<file path="config.mk">
export PLATFORM = sky130hd
export DESIGN_NAME = iob_read_agu
export DESIGN_NICKNAME = d
export VERILOG_FILES = /design/src/rtl/npu_agu_pkg.sv /design/src/rtl/agu_sync_fifo.sv /design/src/rtl/iob_read_agu.sv
export SDC_FILE = /design/constraint.sdc
export NUM_CORES = 1
export LEC_CHECK = 0
export BUFFER_PORTS_ARGS = -buffer_cell sky130_fd_sc_hd__buf_2
export CAP_MARGIN = 5
export CORE_ASPECT_RATIO = 1.5
export CORE_MARGIN = 8
export CORE_UTILIZATION = 52
export DETAILED_ROUTE_END_ITERATION = 6
export GPL_TIMING_DRIVEN = 1
export PLACE_DENSITY = 0.76
export RECOVER_POWER = 100
export SYNTH_ARGS = -nofsm -noshare
export SYNTH_HDL_FRONTEND = slang
export SYNTH_SLANG_ARGS = --single-unit
</file>
<file path="constraint.sdc">
create_clock -name i_clk -period 7.85 [get_ports i_clk]
set_clock_uncertainty 0.15 [all_clocks]
set_input_delay 0.3925 -clock i_clk [delete_from_list [all_inputs] [get_ports i_clk]]
set_output_delay 0.3925 -clock i_clk [all_outputs]
set_load 0.02 [all_outputs]
</file>
<file path="src/rtl/npu_agu_pkg.sv">
// rtl/npu_agu_pkg.sv - shared AGU state encoding, stride modes, widths and stride helper
package npu_agu_pkg;

  localparam int AGU_AW = 16;
  localparam int AGU_DW = 256;

  typedef enum logic [1:0] {
    ST_IDLE  = 2'd0,
    ST_RUN   = 2'd1,
    ST_DRAIN = 2'd2,
    ST_DONE  = 2'd3
  } agu_state_e;

  // Stride decision after each issued address; shared with the output AGU.
  typedef enum logic [1:0] {
    MODE_LINEAR   = 2'd0,
    MODE_RUN_STEP = 2'd1,
    MODE_RUN_JUMP = 2'd2
  } agu_mode_e;

  function automatic agu_mode_e stride_mode(input logic [7:0] store_len,
                                            input logic [7:0] run_cnt);
    if (store_len == 8'd0) begin
      return MODE_LINEAR;
    end else if (({1'b0, run_cnt} + 9'd1) == {1'b0, store_len}) begin
      return MODE_RUN_JUMP;
    end else begin
      return MODE_RUN_STEP;
    end
  endfunction

endpackage

</file>
<file path="src/rtl/agu_sync_fifo.sv">
// rtl/agu_sync_fifo.sv - synchronous skid FIFO holding returned IOB words
module agu_sync_fifo #(
  parameter  int DW    = 256,
  parameter  int DEPTH = 4,
  localparam int PW    = $clog2(DEPTH)
) (
  input  logic          i_clk,
  input  logic          i_rst,
  input  logic          i_push,
  input  logic [DW-1:0] i_wdata,
  input  logic          i_pop,
  output logic [DW-1:0] o_rdata,
  output logic [PW:0]   o_count,
  output logic          o_full,
  output logic          o_empty
);

  logic [DW-1:0] mem [DEPTH];
  logic [PW-1:0] wr_ptr;
  logic [PW-1:0] rd_ptr;
  logic          do_push;
  logic          do_pop;

  assign o_empty = (o_count == '0);
  assign o_full  = (o_count == (PW+1)'(DEPTH));
  assign do_pop  = i_pop && !o_empty;
  assign do_push = i_push && (!o_full || do_pop);
  // Head reads as zero when empty so the data output is quiet outside valid words.
  assign o_rdata = o_empty ? '0 : mem[rd_ptr];

  always_ff @(posedge i_clk) begin
    if (i_rst) begin
      wr_ptr  <= '0;
      rd_ptr  <= '0;
      o_count <= '0;
    end else begin
      if (do_push) wr_ptr <= wr_ptr + PW'(1);
      if (do_pop)  rd_ptr <= rd_ptr + PW'(1);
      if (do_push && !do_pop) begin
        o_count <= o_count + (PW+1)'(1);
      end else if (do_pop && !do_push) begin
        o_count <= o_count - (PW+1)'(1);
      end
    end
  end

  always_ff @(posedge i_clk) begin
    if (do_push) mem[wr_ptr] <= i_wdata;
  end

  overflow_a: assert property (@(posedge i_clk) disable iff (i_rst)
                               !(i_push && o_full && !i_pop));

endmodule

</file>
<file path="src/rtl/iob_read_agu.sv">
// rtl/iob_read_agu.sv - IOB read address generator with latency-absorbing skid FIFO
module iob_read_agu
  import npu_agu_pkg::*;
#(
  parameter int RD_LAT     = 2,
  parameter int FIFO_DEPTH = 4,
  parameter int DW         = AGU_DW,
  parameter int AW         = AGU_AW
) (
  input  logic          i_clk,
  input  logic          i_rst,
  input  logic          i_calculate_enable,
  input  logic [7:0]    i_input_layers,
  input  logic [7:0]    i_x_length,
  input  logic [7:0]    i_y_length,
  input  logic [AW-1:0] i_addr_start_r,
  input  logic [7:0]    i_store_length,
  input  logic [7:0]    i_jump_length,
  output logic [AW-1:0] o_iob_raddr,
  output logic          o_iob_rd_en,
  output logic          o_rsel,
  input  logic [DW-1:0] i_iob_rdat,
  output logic [DW-1:0] o_xpe_dat,
  output logic          o_xpe_dat_vld,
  input  logic          i_xpe_ready,
  output logic          o_read_end
);

  localparam int CW = $clog2(FIFO_DEPTH) + 1;

  agu_state_e  state;
  agu_state_e  state_nxt;
  agu_mode_e   mode;

  logic [7:0]    layers_q, x_len_q, y_len_q, store_q, jump_q;
  logic [7:0]    x_cnt, p_cnt, y_cnt, run_cnt;
  logic [AW-1:0] addr_cur;
  logic [RD_LAT-1:0] vld_pipe;

  logic [CW-1:0] fifo_count;
  logic          fifo_full, fifo_empty, fifo_push, fifo_pop;
  logic [7:0]    inflight;
  logic [7:0]    outstanding;

  logic start, zero_len, issue, credit_ok, drain_done;
  logic x_end, p_end, y_end;

  assign start    = i_calculate_enable && (state == ST_IDLE || state == ST_DONE);
  assign zero_len = (i_input_layers == 8'd0) || (i_x_length == 8'd0) || (i_y_length == 8'd0);

  assign x_end = (x_cnt == x_len_q - 8'd1);
  assign p_end = (p_cnt == layers_q - 8'd1);
  assign y_end = (y_cnt == y_len_q - 8'd1);

  // Reads still owed to the FIFO: the registered strobe plus every pipe stage.
  always_comb begin
    inflight = {7'd0, o_iob_rd_en};
    for (int i = 0; i < RD_LAT; i++) begin
      inflight = inflight + {7'd0, vld_pipe[i]};
    end
  end

  assign outstanding = 8'(fifo_count) + inflight;
  assign credit_ok   = !fifo_full && (outstanding < 8'(FIFO_DEPTH));

  assign fifo_push     = vld_pipe[RD_LAT-1];
  assign o_xpe_dat_vld = !fifo_empty;
  assign fifo_pop      = o_xpe_dat_vld && i_xpe_ready;
  assign drain_done    = (inflight == 8'd0) &&
                         (fifo_empty || (fifo_count == CW'(1) && fifo_pop));
  assign o_read_end    = (state == ST_DONE);

  assign mode = stride_mode(store_q, run_cnt);

  always_comb begin
    state_nxt = state;
    issue     = 1'b0;
    case (state)
      ST_IDLE, ST_DONE: begin
        if (i_calculate_enable) state_nxt = zero_len ? ST_DONE : ST_RUN;
      end
      ST_RUN: begin
        issue = credit_ok;
        if (credit_ok && x_end && p_end && y_end) state_nxt = ST_DRAIN;
      end
      ST_DRAIN: begin
        if (drain_done) state_nxt = ST_DONE;
      end
      default: state_nxt = ST_IDLE;
    endcase
  end

  always_ff @(posedge i_clk) begin
    if (i_rst) begin
      state       <= ST_IDLE;
      o_iob_rd_en <= 1'b0;
      o_iob_raddr <= '0;
      o_rsel      <= 1'b0;
      vld_pipe    <= '0;
      layers_q    <= '0;
      x_len_q     <= '0;
      y_len_q     <= '0;
      store_q     <= '0;
      jump_q      <= '0;
      x_cnt       <= '0;
      p_cnt       <= '0;
      y_cnt       <= '0;
      run_cnt     <= '0;
      addr_cur    <= '0;
    end else begin
      state       <= state_nxt;
      o_iob_rd_en <= issue;
      vld_pipe[0] <= o_iob_rd_en;
      for (int i = 1; i < RD_LAT; i++) begin
        vld_pipe[i] <= vld_pipe[i-1];
      end

      if (start) begin
        layers_q <= i_input_layers;
        x_len_q  <= i_x_length;
        y_len_q  <= i_y_length;
        store_q  <= i_store_length;
        jump_q   <= i_jump_length;
        o_rsel   <= i_addr_start_r[12];
        addr_cur <= i_addr_start_r;
        x_cnt    <= '0;
        p_cnt    <= '0;
        y_cnt    <= '0;
        run_cnt  <= '0;
      end else if (issue) begin
        o_iob_raddr <= addr_cur;
        case (mode)
          MODE_LINEAR: begin
            addr_cur <= addr_cur + AW'(1);
          end
          MODE_RUN_JUMP: begin
            addr_cur <= addr_cur + AW'(jump_q);
            run_cnt  <= '0;
          end
          default: begin
            addr_cur <= addr_cur + AW'(1);
            run_cnt  <= run_cnt + 8'd1;
          end
        endcase
        // x innermost, then piece, then row.
        if (!x_end) begin
          x_cnt <= x_cnt + 8'd1;
        end else begin
          x_cnt <= '0;
          if (!p_end) begin
            p_cnt <= p_cnt + 8'd1;
          end else begin
            p_cnt <= '0;
            y_cnt <= y_cnt + 8'd1;
          end
        end
      end
    end
  end

  agu_sync_fifo #(
    .DW    (DW),
    .DEPTH (FIFO_DEPTH)
  ) u_fifo (
    .i_clk   (i_clk),
    .i_rst   (i_rst),
    .i_push  (fifo_push),
    .i_wdata (i_iob_rdat),
    .i_pop   (fifo_pop),
    .o_rdata (o_xpe_dat),
    .o_count (fifo_count),
    .o_full  (fifo_full),
    .o_empty (fifo_empty)
  );

endmodule

</file>
# Word level (Yosys, flattened, before mapping)

Memory sizes are Yosys's and may differ from the RTL's. A register that Yosys moved wholly into a read port is not among the register bits.
Index checks and enable logic that the tools add are counted.

Register bits: 117
Bits in writable memories: 1,024
Bits of input ports: 316
Word-level logic and storage cells: 111
Memories: 1

Memory list:

| name       | words | width | read ports | clocked after memory_dff | wr ports | line                | text |
|---|---|---|---|---|---|---|---|
| u_fifo.mem | 4     | 256   | 1          | 1                        | 1        | agu_sync_fifo.sv:18 | `logic [DW-1:0] mem [DEPTH];` |

$add $sub $neg: 17
Order comparisons: 1
Equal/unequal tests: 13
Multiplexer cells: 21
Bitwise gates (word level): 2
Reduce and logical (&&, ||, !) cells: 38

Operator list:

| cell                                                               | count |
|---|---|
| 256-bit 2-to-1 mux                                                 | 1 |
| 16-bit 2-to-1 mux                                                  | 3 |
| 8-bit zero test                                                    | 5 |
| 8-bit by 1-bit adder with 8-bit output, second input constant      | 4 |
| 8-bit equality test                                                | 3 |
| 8-bit by 1-bit subtractor with 8-bit output, second input constant | 3 |
| 16-bit by 1-bit adder with 16-bit output, second input constant    | 1 |
| 16-bit by 8-bit adder with 16-bit output                           | 1 |
| 2-bit 2-to-1 mux                                                   | 8 |
| 8-bit 2-to-1 mux                                                   | 2 |
| 8-bit case mux with 2 select lines                                 | 1 |
| 1-bit logical AND                                                  | 12 |
| 8-bit by 1-bit adder with 9-bit output, second input constant      | 1 |
| 9-bit by 8-bit equality test with 1-bit output                     | 1 |
| 2-bit equality test, second input constant                         | 3 |
| 3-bit 2-to-1 mux                                                   | 2 |
| 2-bit != test, second input constant                               | 3 |
| 2-bit case mux with 3 select lines                                 | 1 |
| 2-bit AND reduction                                                | 3 |
| 3-bit AND reduction                                                | 2 |
| 1-bit logical OR                                                   | 5 |
| 2-bit by 1-bit adder with 2-bit output, second input constant      | 2 |
| 3-bit by 3-bit adder with 4-bit output                             | 1 |
| 1-bit zero test                                                    | 4 |
| other kinds (14)                                                   | 20 |

# Longest topological paths before layout

Word-level depth: 10
Mapped depth: 16

# Hierarchy

A second synthesis with hierarchy kept.

Cell total of the unflattened synthesis: 2,396
Area total of the unflattened synthesis: 45,033.2 sq um

By module, submodules not included:

| module        | instances | cells each | area each (sq um) | seq. area each (sq um) |
|---|---|---|---|---|
| agu_sync_fifo | 1         | 1,670      | 39,176.3          | 30,929.7 |
| iob_read_agu  | 1         | 726        | 5,856.9           | 2,202.1 |

# Worst setup path after synthesis

No wires, ideal clock.

Path kind: register -> register
Start point: reg u_fifo.o_count[0]
End point: mem u_fifo.mem[0][0] (enable)
Library setup time: 0.650 ns
Arrival time: 6.812 ns
Setup slack: 0.238 ns
Cell stages (with the launch flop): 6
Buffers on the path: 0
Period minus slack after synthesis: 7.612 ns
Cells stage by stage: dfxtp_1 inv_1 ha_1 nand2_1 o21a_1 and2_1

Cells in the longest elaborated chain, start to end: 8
Elaborated cells between the ends (all ways): 10
Those cells by class: eq/ne: 1; mux: 2; reduce/logical: 7

Ends and longest elaborated chain:

| what                                       | line                                    | text |
|---|---|---|
| from (decl)                                | agu_sync_fifo.sv:13                     | `output logic [PW:0] o_count,` |
| from (signal assigned)                     | agu_sync_fifo.sv:40                     | `o_count <= o_count + (PW+1)'(1);` |
| from (signal assigned)                     | agu_sync_fifo.sv:42                     | `o_count <= o_count - (PW+1)'(1);` |
| 3-bit zero test                            | agu_sync_fifo.sv:24                     | `assign o_empty = (o_count == '0);` |
| 1-bit zero test                            | agu_sync_fifo.sv:26, iob_read_agu.sv:67 |  |
| 1-bit logical AND                          | iob_read_agu.sv:68                      | `assign fifo_pop = o_xpe_dat_vld && i_xpe_ready;` |
| 1-bit logical AND                          | agu_sync_fifo.sv:26                     | `assign do_pop = i_pop && !o_empty;` |
| 1-bit logical OR (*)                       | agu_sync_fifo.sv:27                     | `assign do_push = i_push && (!o_full \|\| do_pop);` |
| 1-bit logical AND (*)                      | agu_sync_fifo.sv:27                     |  |
| named net u_fifo.do_push                   | agu_sync_fifo.sv:21                     | `logic do_push;` |
| 1-bit 2-to-1 mux (*)                       | agu_sync_fifo.sv:48                     | `if (do_push) mem[wr_ptr] <= i_wdata;` |
| 1-bit 2-to-1 mux (implied by the code) (*) | agu_sync_fifo.sv:48                     |  |
| to (decl)                                  | agu_sync_fifo.sv:18                     |  |

Mark *: on every way through the listed nets, which the timed path passes. The rest lies on a longest branch.

# Worst setup path in the final report

Start point: reg u_fifo.o_count[0]
End point: mem u_fifo.mem[3][73] (enable)

The elaborated chain is that of the path after synthesis.

==> impl_metrics.csv <==
group,metric,value,unit
routing,via_per_inst,5.71,
worst_setup_path,critPathArrivalTime,5760,ps
timing,tightest_slew,4120,ps
clock_network,cts_buffers,101,
worst_setup_path,end_kind,"register",
yosys,async_flop_share,0,%
place,pre_cts_ws,3770,ps
yosys,synth_xor_area_share,1.19,%
yosys,synthFlopType,"edfxtp_1",
global_route,grt_usage,23.0,%
worst_hold_path,min_delay_worst_endpoint,"state[1]",
worst_setup_path,cpLargestDelayFamily,"buffers and inverters",
timing,max_freq,174,MHz
floorplanning,initial_utilization,52.2,%
layout,num-fill-cells,5881,
yosys,synthSimpleGateAreaFrac,7.33,%
worst_setup_path,cp_slowest_cell,"clkbuf_2",
worst_setup_path,worst-setup-path-type,"register to register",
yosys,synthMuxAreaShare,13.0,%
worst_setup_path,r2r-end,"u_fifo.mem[3][73]",
clock_network,cts_buffer_depth,3,
yosys,synth_adder_area_share,0.871,%
pwr,p_leak,17.6,nW
routing,drc,0,
worst_setup_path,start_kind,"register",
yosys,syn_nets,2774,
clock_network,clock_latency,680,ps
timing,setup_viol,0,
timing,fin_crit,5730,ps
clock_network,cts_resized,0,
yosys,seq_area_frac_synth,73.9,%
outcome,status,"finished with violations",
worst_hold_path,hold_path_startpoint,"i_calculate_enable",
worst_hold_path,holdPathStages,4,
timing,slew_headroom,-175,%
worst_setup_path,slowest_delay,2840,ps
timing,rsz0062_at_grt,"false",
yosys,synth_compound_area_share,2.54,%
run,maxCapViolations,14,
layout,final_util,63.9,%
yosys,synth_cell_types,67,
global_route,grt_first_pass_wirelength,171,mm
timing,setup_tns,0,ps
place,io_buffers,591,
clock_network,cts_max_level,3,
worst_setup_path,reg2reg_from,"u_fifo.o_count[0]",
place,place.gp.congestion,0.870,
yosys,synth_warnings,0,
yosys,synth_area,44800,µm²
layout,final_cells,4567,
layout,syn2layout_area_growth,22.5,%
place,place_inst,4057,
yosys,synth_cells,2428,
yosys,synth_top_family_by_area,"multiplexers",
layout,num-nets-final,3680,
worst_hold_path,min_path_type,"input pin to register",
floorplanning,die_area,96100,µm²
worst_setup_path,critical_path_buf_inv_count,2,
clock_network,clk_pin_slew,60,ps
floorplanning,ios,592,
pwr,power_density,327,nW/µm²
yosys,ys_ff_latch,1143,
pwr,peakVddDrop,0.000650,V
floorplanning,fp.dieH,376,µm
timing,fin_crit_sh,73.0,%
worst_setup_path,worstRegToRegCells,6,
outcome,violations,"capacitance limit, slew limit",
timing,maxSlewViolCount,879,
routing,drt-total-wl,113,mm
yosys,synth_edf_count,1024,
yosys,post_synth.cell_area_avg,18.5,µm²
global_route,gr-total-overflow,0,
clock_network,clkSinkCount,1143,
layout,drive_above_1_share,15.7,%
floorplanning,fp-row-count,132,
worst_setup_path,r2r_slack,2120,ps
routing,drtIter0Drc,2094,
worst_setup_path,critPathRequiredTime,7880,ps
worst_setup_path,critical_path.max_fanout,134,
floorplanning,core_area,85900,µm²
timing,setup_slack,2120,ps
global_route,antenna_found_initial,14,
global_route,grt_max_degree,260,
place,place_hpwl,67.5,mm
routing,drt-wirelength-per-cell,24.7,µm
clock_network,clockRootBuffer,"clkbuf_16",
routing,detail-route-antenna-nets,0,
clock_network,cts_tree,"built",
routing,drtPass1Iterations,7,
floorplanning,die_w,256,µm
timing,hold_viol,0,
worst_setup_path,critical_path.cell_chain,"inv_1 -> ha_1 -> nand2_1 -> o21a_1 -> and2_4 -> clkbuf_2",
global_route,grt_pass1_vias,27800,
routing,num_vias,26100,
## worst register-to-register path: stages, from the launching register on
cell and delay (ps):
dfxtp_1 450, inv_1 100, ha_1 240, nand2_1 80
o21a_1 270, and2_4 820, clkbuf_2 2860
## layout make-up
class	count	area (µm²)	share of cell area, %
Antenna cell	11	27.5	0.0501
Sequential cell	1143	33100	60.3
Timing Repair Buffer	927	5670	10.3
Clock buffer	128	2730	4.97
Inverter	21	78.8	0.144
Clock inverter	58	688	1.25
Tap cell	1139	1430	2.60
Multi-Input combinational cell	1140	11200	20.3
## report_power, final
part	switching, W	internal, W
Sequential	0.000217	0.00681
Clock	0.00221	0.00291
Combinational	0.00370	0.00209
Total	0.00613	0.0118
## per-stage QoR
step	power [W]	instance area [µm²]	hold WS [ps]
2_1_floorplan	0.0109	44800	281
3_3_place_gp	0.0129	49000	291
3_5_place_dp	0.0130	49000	298
4_1_cts	0.0182	55600	183
5_1_grt	0.0186	54900	274
6_report	0.0179	54900	247
## how the worst max path moves through the flow
| stage | startpoint | end | slack [ps] | depth (start not counted) |
|---|---|---|---|---|
| finish | u_fifo.o_count[0] | u_fifo.mem[3][73] | 2120 | 6 |
| global route | register | o_xpe_dat[53] | 1690 | 4 |
| CTS | register | o_xpe_dat[164] | 3680 | 4 |
| detailed placement | run_cnt[0] | addr_cur[14] | 3770 | 16 |
| global placement | run_cnt[2] | addr_cur[14] | 3830 | 14 |
| floorplan | u_fifo.o_count[0] | u_fifo.mem[0][0] | 240 | 5 |
## logic make-up (layout without fill, tap and decap cells)
family / after synthesis / in the layout
adders and majority gates: 30 / 30
muxes: 261 / 261
buffers and inverters: 145 / 1134
xor gates and xnor gates: 61 / 61
AOI/OAI and AO/OA: 186 / 186
other: 0 / 11
DFF: 1143 / 1143
and+or+nand+nor: 602 / 602
## per-layer routing
layer  global-route usage, %  part of all wire [%]  vias up
li1                        -                     -    11300
met1                    27.0                    36    13300
met2                    41.0                    52     1220
met3                    5.57                   7.9      204
met4                    8.30                   3.3        4
met5                       0                 0.024        -
## flip-flops by register name, summed over array words and instances, names as in the netlist, 8 cells and up, named ones only
name and cells:
run_cnt 8, p_cnt 8, x_cnt 8, jump_q 8
o_iob_raddr 16, store_q 8, y_len_q 8, y_cnt 8
u_fifo.mem 1024, addr_cur 16, layers_q 8, x_len_q 8
## placed cells by master, fill, tap and decap left out, drive strengths merged, types with 5 or more instances in the layout
cell type / netlist / final
or3: 6 / 6
ha: 28 / 28
clkinv: 0 / 35
a311oi: 6 / 6
o21ai: 32 / 32
nand2: 165 / 165
nand3: 17 / 17
a211oi: 8 / 8
a21oi: 95 / 95
clkinvlp: 0 / 5
edfxtp: 1024 / 1024
diode: 0 / 11
dfxtp: 119 / 119
mux2i: 5 / 5
and3: 12 / 12
a31oi: 6 / 6
inv: 21 / 26
buf: 42 / 110
or3b: 6 / 6
nand4: 14 / 14
nor3: 13 / 13
dlygate4sd3: 0 / 313
clkbuf: 82 / 632
and2: 271 / 271
nand3b: 7 / 7
o211ai: 6 / 6
nor2b: 6 / 6
xor2: 28 / 28
nor4: 12 / 12
mux4: 256 / 256
bufinv: 0 / 13
nor2: 48 / 48
nand2b: 6 / 6
or4: 8 / 8
xnor2: 33 / 33
o31ai: 5 / 5
## synth_stat cells (12+ instances only)
cell,n,area share (%)
nand3_1,16,0.18
nand4_1,13,0.18
xnor2_1,33,0.64
and2_1,271,3.8
and3_1,12,0.17
dfxtp_1,119,5.3
clkbuf_1,82,0.69
ha_1,28,0.78
a21oi_1,95,1.1
mux4_2,256,13
edfxtp_1,1024,69
nor3_1,13,0.15
xor2_1,28,0.55
buf_1,40,0.33
inv_1,21,0.18
o21ai_0,29,0.32
nand2_1,164,1.4
nor2_1,48,0.40
## timing repair
action	in CTS	in global routing
buffers inserted	0	0
hold endpoints to repair	1085	0
hold buffers	313	0
Note: power is estimated with default switching activity, not from simulation.
